===== src/rtl/text_render_if.sv =====
// Memory-side bus of the text renderer: text RAM read port and font ROM read port.
//   text_adb  : text RAM read address {row[4:0], col[4:0]}
//   text_ceb  : text RAM read enable
//   text_dout : text RAM word, [15:8] attribute, [7:0] character code (1-cycle latency)
//   font_addr : font ROM address {char[7:0], glyph_row[2:0]}
//   font_data : font ROM glyph row, bit 7 leftmost (1-cycle latency)
// master = renderer side, slave = memory side.
interface text_render_if;
  logic [9:0]  text_adb;
  logic        text_ceb;
  logic [15:0] text_dout;
  logic [10:0] font_addr;
  logic [7:0]  font_data;

  modport master (
    output text_adb,
    output text_ceb,
    output font_addr,
    input  text_dout,
    input  font_data
  );

  modport slave (
    input  text_adb,
    input  text_ceb,
    input  font_addr,
    output text_dout,
    output font_data
  );
endinterface


===== src/rtl/text_render.sv =====
// Character-cell text renderer: 32x30 grid of 8x8 glyphs scaled x2 (16x16 px cells).
// Three-stage pipeline: T0 issues the text RAM read, T1 issues the font ROM read,
// T2 selects the glyph bit and registers the colour. Timing signals are delayed
// alongside so de_out/hs_out/vs_out stay aligned with pix_color (3 clk latency).
//
// Ports:
//   clk, rst            : pixel clock, synchronous active-high reset
//   de_in, hs_in, vs_in : timing from the VGA generator
//   x_in, y_in          : current pixel column / line
//   mem                 : text RAM / font ROM bus (text_render_if.master)
//   de_out, hs_out,     : delayed timing, aligned with pix_color
//   vs_out
//   pix_color           : 4-bit colour index of the current pixel
//
// Optional feature: define TEXT_RENDER_BLINK_EN to enable attribute bit 7 blinking,
// driven by a 6-bit frame counter advanced on each vs_in falling edge.
module text_render #(
  parameter logic SYNC_IDLE = 1'b1
) (
  input  logic          clk,
  input  logic          rst,
  input  logic          de_in,
  input  logic          hs_in,
  input  logic          vs_in,
  input  logic [9:0]    x_in,
  input  logic [9:0]    y_in,
  text_render_if.master mem,
  output logic          de_out,
  output logic          hs_out,
  output logic          vs_out,
  output logic [3:0]    pix_color
);

  // Stage 1 (RAM data valid)
  logic       de_d1, hs_d1, vs_d1, act_d1;
  logic [2:0] x_d1, y_d1;
  // Stage 2 (font data valid)
  logic       de_d2, hs_d2, vs_d2, act_d2;
  logic [2:0] x_d2;
  logic [7:0] attr_d2;

  logic       act_in;
  logic       pix_bit;
  logic       hide;
  logic [3:0] fg, bg, color_d;

  // x_in[9] set means column 512+, which also covers the address wrap case.
  assign act_in = ~x_in[9] & (y_in < 10'd480);

  assign mem.text_adb  = {y_in[8:4], x_in[8:4]};
  assign mem.text_ceb  = ~rst;
  assign mem.font_addr = {mem.text_dout[7:0], y_d1};

  always_ff @(posedge clk) begin
    if (rst) begin
      de_d1     <= 1'b0;
      hs_d1     <= SYNC_IDLE;
      vs_d1     <= SYNC_IDLE;
      act_d1    <= 1'b0;
      x_d1      <= 3'd0;
      y_d1      <= 3'd0;
      de_d2     <= 1'b0;
      hs_d2     <= SYNC_IDLE;
      vs_d2     <= SYNC_IDLE;
      act_d2    <= 1'b0;
      x_d2      <= 3'd0;
      attr_d2   <= 8'd0;
      de_out    <= 1'b0;
      hs_out    <= SYNC_IDLE;
      vs_out    <= SYNC_IDLE;
      pix_color <= 4'd0;
    end else begin
      de_d1     <= de_in;
      hs_d1     <= hs_in;
      vs_d1     <= vs_in;
      act_d1    <= act_in;
      x_d1      <= x_in[3:1];
      y_d1      <= y_in[3:1];
      de_d2     <= de_d1;
      hs_d2     <= hs_d1;
      vs_d2     <= vs_d1;
      act_d2    <= act_d1;
      x_d2      <= x_d1;
      attr_d2   <= mem.text_dout[15:8];
      de_out    <= de_d2;
      hs_out    <= hs_d2;
      vs_out    <= vs_d2;
      pix_color <= color_d;
    end
  end

`ifdef TEXT_RENDER_BLINK_EN
  logic [5:0] frame_q;
  logic       vs_prev_q;

  always_ff @(posedge clk) begin
    // vs history is tracked through reset so release never fakes a falling edge.
    vs_prev_q <= vs_in;
    if (rst) begin
      frame_q <= 6'd0;
    end else if (vs_prev_q && !vs_in) begin
      frame_q <= frame_q + 6'd1;
    end
  end

  assign hide = attr_d2[7] & frame_q[5];

  // Bit 0 of x only selects within a 2x-scaled pixel.
  logic unused_bits;
  assign unused_bits = x_in[0];
`else
  assign hide = 1'b0;

  // Bit 0 of x only selects within a 2x-scaled pixel; attr[7] has no meaning here.
  logic unused_bits;
  assign unused_bits = ^{x_in[0], attr_d2[7]};
`endif

  always_comb begin
    pix_bit = mem.font_data[3'd7 - x_d2];
    bg      = {1'b0, attr_d2[6:4]};
    fg      = hide ? bg : attr_d2[3:0];
    color_d = 4'd0;
    if (de_d2 && act_d2) begin
      color_d = pix_bit ? fg : bg;
    end
  end

endmodule


===== src/flat_wrapper.sv =====
// flat-port wrapper written by rule: the top's interface ports become plain ports
module text_render_flat 
#(
  parameter logic SYNC_IDLE = 1'b1
)
  (clk, rst, de_in, hs_in, vs_in, x_in, y_in, de_out, hs_out, vs_out, pix_color, mem_text_adb, mem_text_ceb, mem_font_addr, mem_text_dout, mem_font_data);
  text_render_if mem_i ();
  input  logic clk;
  input  logic rst;
  input  logic de_in;
  input  logic hs_in;
  input  logic vs_in;
  input  logic [9:0] x_in;
  input  logic [9:0] y_in;
  output logic de_out;
  output logic hs_out;
  output logic vs_out;
  output logic [3:0] pix_color;
  output wire logic [$bits(mem_i.text_adb)-1:0] mem_text_adb;
  output wire logic [$bits(mem_i.text_ceb)-1:0] mem_text_ceb;
  output wire logic [$bits(mem_i.font_addr)-1:0] mem_font_addr;
  input wire logic [$bits(mem_i.text_dout)-1:0] mem_text_dout;
  input wire logic [$bits(mem_i.font_data)-1:0] mem_font_data;
  assign mem_text_adb = mem_i.text_adb;
  assign mem_text_ceb = mem_i.text_ceb;
  assign mem_font_addr = mem_i.font_addr;
  assign mem_i.text_dout = mem_text_dout;
  assign mem_i.font_data = mem_font_data;
  text_render #(.SYNC_IDLE(SYNC_IDLE)) u_core (.clk(clk), .rst(rst), .de_in(de_in), .hs_in(hs_in), .vs_in(vs_in), .x_in(x_in), .y_in(y_in), .mem(mem_i), .de_out(de_out), .hs_out(hs_out), .vs_out(vs_out), .pix_color(pix_color));
endmodule

===== config.mk =====
export PLATFORM = sky130hd
export DESIGN_NAME = text_render_flat
export DESIGN_NICKNAME = d
export VERILOG_FILES = /design/src/rtl/text_render_if.sv /design/src/rtl/text_render.sv /design/src/flat_wrapper.sv
export SDC_FILE = /design/constraint.sdc
export NUM_CORES = 1
export LEC_CHECK = 0
export CAP_MARGIN = 20
export CORE_MARGIN = 2
export CORE_UTILIZATION = 30
export DETAILED_ROUTE_END_ITERATION = 10
export PLACE_DENSITY_LB_ADDON = 0.08
export SLEW_MARGIN = 0
export SYNTH_ARGS = -nofsm -noshare
export SYNTH_HDL_FRONTEND = slang
export SYNTH_SLANG_ARGS = --single-unit
export TNS_END_PERCENT = 100

===== constraint.sdc =====
create_clock -name clk -period 1.5 [get_ports clk]
set_clock_uncertainty 0.2 [all_clocks]
set_input_delay 0.225 -clock clk [delete_from_list [all_inputs] [get_ports clk]]
set_output_delay 0.225 -clock clk [all_outputs]
set_load 0.03 [all_outputs]

==> key figures <==
Status
  – Failing checks: setup timing
  – Status: finished with violations

STA
  – Setup WS post-layout: -0.00147 ns
  – Post-layout min period: 1.50 ns
  – Fin. Hold Viols: 0
  – Slew @ Worst Pin: 0.310 ns
  – # setup viols final: 2
  – Final worst path period share: 100%
  – Maximum clock rate: 0.666 GHz
  – Slew Limit Fails: 0
  – RSZ-0062 raised after global routing: yes
  – Slew HR: 79.4%

Worst setup path
  – Slowest Stage Delay on Critical Path: 0.55 ns
  – Critical path class: register to register
  – Worst r2r path cells: 3
  – Worst Path Max Fanout: 4
  – Req. time, crit path: 1.51 ns
  – Element type at the critical path start: register
  – Worst Setup End Kind: register
  – Slowest-stage cell, CP: mux4_2
  – Critical path, cell by cell: mux2i_1 -> mux4_2 -> mux2i_1
  – Most frequent CP cell: mux2i_1
  – Crit path DAT: 1.51 ns

CTS
  – CTS tree: yes
  – Hold Buf Count CTS: 0
  – Worst-Skew Late Latency: 0.32 ns
  – Clk sinks: 31
  – H-tree depth: 2
  – Reg clk slew, reported paths: 0.08 ns
  – CTS root buffer: clkbuf_4
  – CTS Buf Count: 5
  – Max Root-Sink Buffers: 2
  – Post-CTS Repair Setup Buffers: 0

Die
  – Die Y: 64.4 um
  – Die Area: 4150 um^2
  – Initial cell density of the core: 32.1%
  – Row cnt: 21
  – Horiz. Die Dim: 64.4 um
  – Core footprint: 3420 um^2
  – IO Count: 78

Layout
  – Area growth, synth to finish: 37.9%
  – Layout Cells excl Fill: 179
  – Multi-input gate area: 309 um^2
  – Ant diodes: 0
  – Final Cell Area: 1510 um^2
  – FF/Latch Area: 624 um^2
  – Fillers: 353
  – Finished Core Util: 44.2%
  – Layout Nets: 183
  – Layout cells sized above 1: 16.5%

Place
  – Dpl hpwl: 1460 um
  – # port buffers: 46
  – Placed Area: 1470 um^2
  – Placed Cells: 173
  – RD Place Congestion: 0.608
  – Pre-CTS worst setup slack: -0.313 ns

Detailed routing
  – Vias per cell: 3.95
  – Routed length per placed instance: 10.4 um
  – Post-Route WL: 1870 um
  – Residual DRC: 0
  – Detailed Route Iter0 Violations: 19
  – Vias after detailed routing: 707
  – Drt first pass iters: 3
  – Remaining antenna violation count after routing: 0

Synth
  – Post-synthesis instance area: 1090 um^2
  – Count of cell types in the netlist: 14
  – Synth area leader: dfxtp_1
  – Yosys warns: 0
  – Synthesis-stage register bit count: 31
  – Syn_nets: 149
  – Area contributors post-synth: dfxtp_1 57%, buf_4 12%, nor2b_1 11%, mux2i_1 6.4%, or2_2 3.4%
  – Avg Inst Size Synth: 10.9 um^2
  – Post-Syn Instances: 100
  – Post-synthesis sequential area ratio: 56.7%
  – Yosys top cell area share: 56.7%

Pwr
  – Worst IR Drop VDD: 0.000329 V
  – Static Leak: 0.614 nW
  – Final Total Pwr: 1.46 mW
  – Pwr Density: 968 nW/um^2

Global routing
  – GRT Util Overall: 10.1%
  – Initial antenna violation count: 0
  – First-pass GRT wire length: 2960 um
  – Remaining Overflow, GRT: 0
  – Vias in the first global route: 700
  – Largest net degree at the start of global routing: 13

Min path
  – Hold path depth: 2
  – Hold Crit Class: primary input to register

Job
  – Max-cap violations: 0
## cell families (layout without fill, tap and decap cells)
logic type    count (synthesis)  in the layout  share of synthesized area [%]
flops                        31             31                           56.7
mux                           8              8                           8.46
buf+inv                      24             57                           15.1
simple gates                 37             37                           19.8
## critical path: cells and delay by family (launching register included)
| kind | cells | cell delay (ns) |
|---|---|---|
| muxes | 3 | 0.82 |
| DFF | 1 | 0.37 |
## worst paths after layout
kind / slack (ns) / from / endpoint
max: -0.001 / u_core.x_d2[0]$_SDFF_PP0_ / u_core.pix_color[1]$_SDFF_PP0_
min reg2reg: 0.21 / u_core.vs_d2$_SDFF_PP1_ / u_core.vs_out$_SDFF_PP1_
max reg2reg: -0.001 / u_core.x_d2[0]$_SDFF_PP0_ / u_core.pix_color[1]$_SDFF_PP0_
min: 0.08 / rst / u_core.de_out$_SDFF_PP0_
## layout by cell type (no fill, tap or decap)
master and instances:
buf_4 8, nor4_1 1, dfxtp_1 30, buf_6 1, mux4_2 1, clkdlybuf4s15_1 5
clkbuf_1 1, nor2b_1 20, and3b_1 1, or2_2 6, clkdlybuf4s50_1 30, clkbuf_4 5
mux2i_1 7, and4_1 1, nand2_1 7, dfxtp_4 1, inv_1 1, dlygate4sd2_1 6
nor2_1 1
## power by group
part           switching (mW)  leakage [nW]  total (mW)  internal, mW
clock network           0.243        0.0242       0.409         0.166
registers             0.00931         0.257       0.864         0.854
logic                  0.0684         0.334       0.189         0.121
## repair_timing
item,CTS,global route
endpoints found under the hold margin,0,0
endpoints found under the setup margin,15,8
cloned,0,0
gates resized for setup,13,6
## registers in the layout, indices dropped and copies added, names as in the netlist, 3 cells and up
name	count
u_core.x_d2	3
u_core.pix_color	4
u_core.y_d1	3
u_core.attr_d2	7
u_core.x_d1	3
## per-stage QoR
step,setup TNS [ns],hold slack (ns)
floorplan,0,0.102
global placement,-1.12,0.193
detailed placement,-1.42,0.192
CTS,-0.0364,0.0842
global route,-0.0903,0.0922
finish,-0.00271,0.0818
## cell usage after synthesis
cell type / count
inv_1: 1
clkbuf_1: 4
nor2_1: 1
buf_4: 18
nand2_1: 7
nor4_1: 1
and4_1: 1
mux2i_1: 7
mux4_2: 1
buf_6: 1
or2_2: 6
nor2b_1: 20
and3b_1: 1
dfxtp_1: 31
## routing by layer
metal,track usage (%),part of all wire (%)
met5,0,0
met4,9.04,4.1
met3,4.51,10
met2,16.5,48
met1,9.37,37
## layout make-up
type / instances / area share [%]
tap: 46 / 3.81
timing repair buffer: 50 / 31.4
clock buffer: 6 / 2.73
multi-input combinational: 45 / 20.5
sequential: 31 / 41.3
inverter: 1 / 0.249
Note: power is estimated with default switching activity, not from simulation.
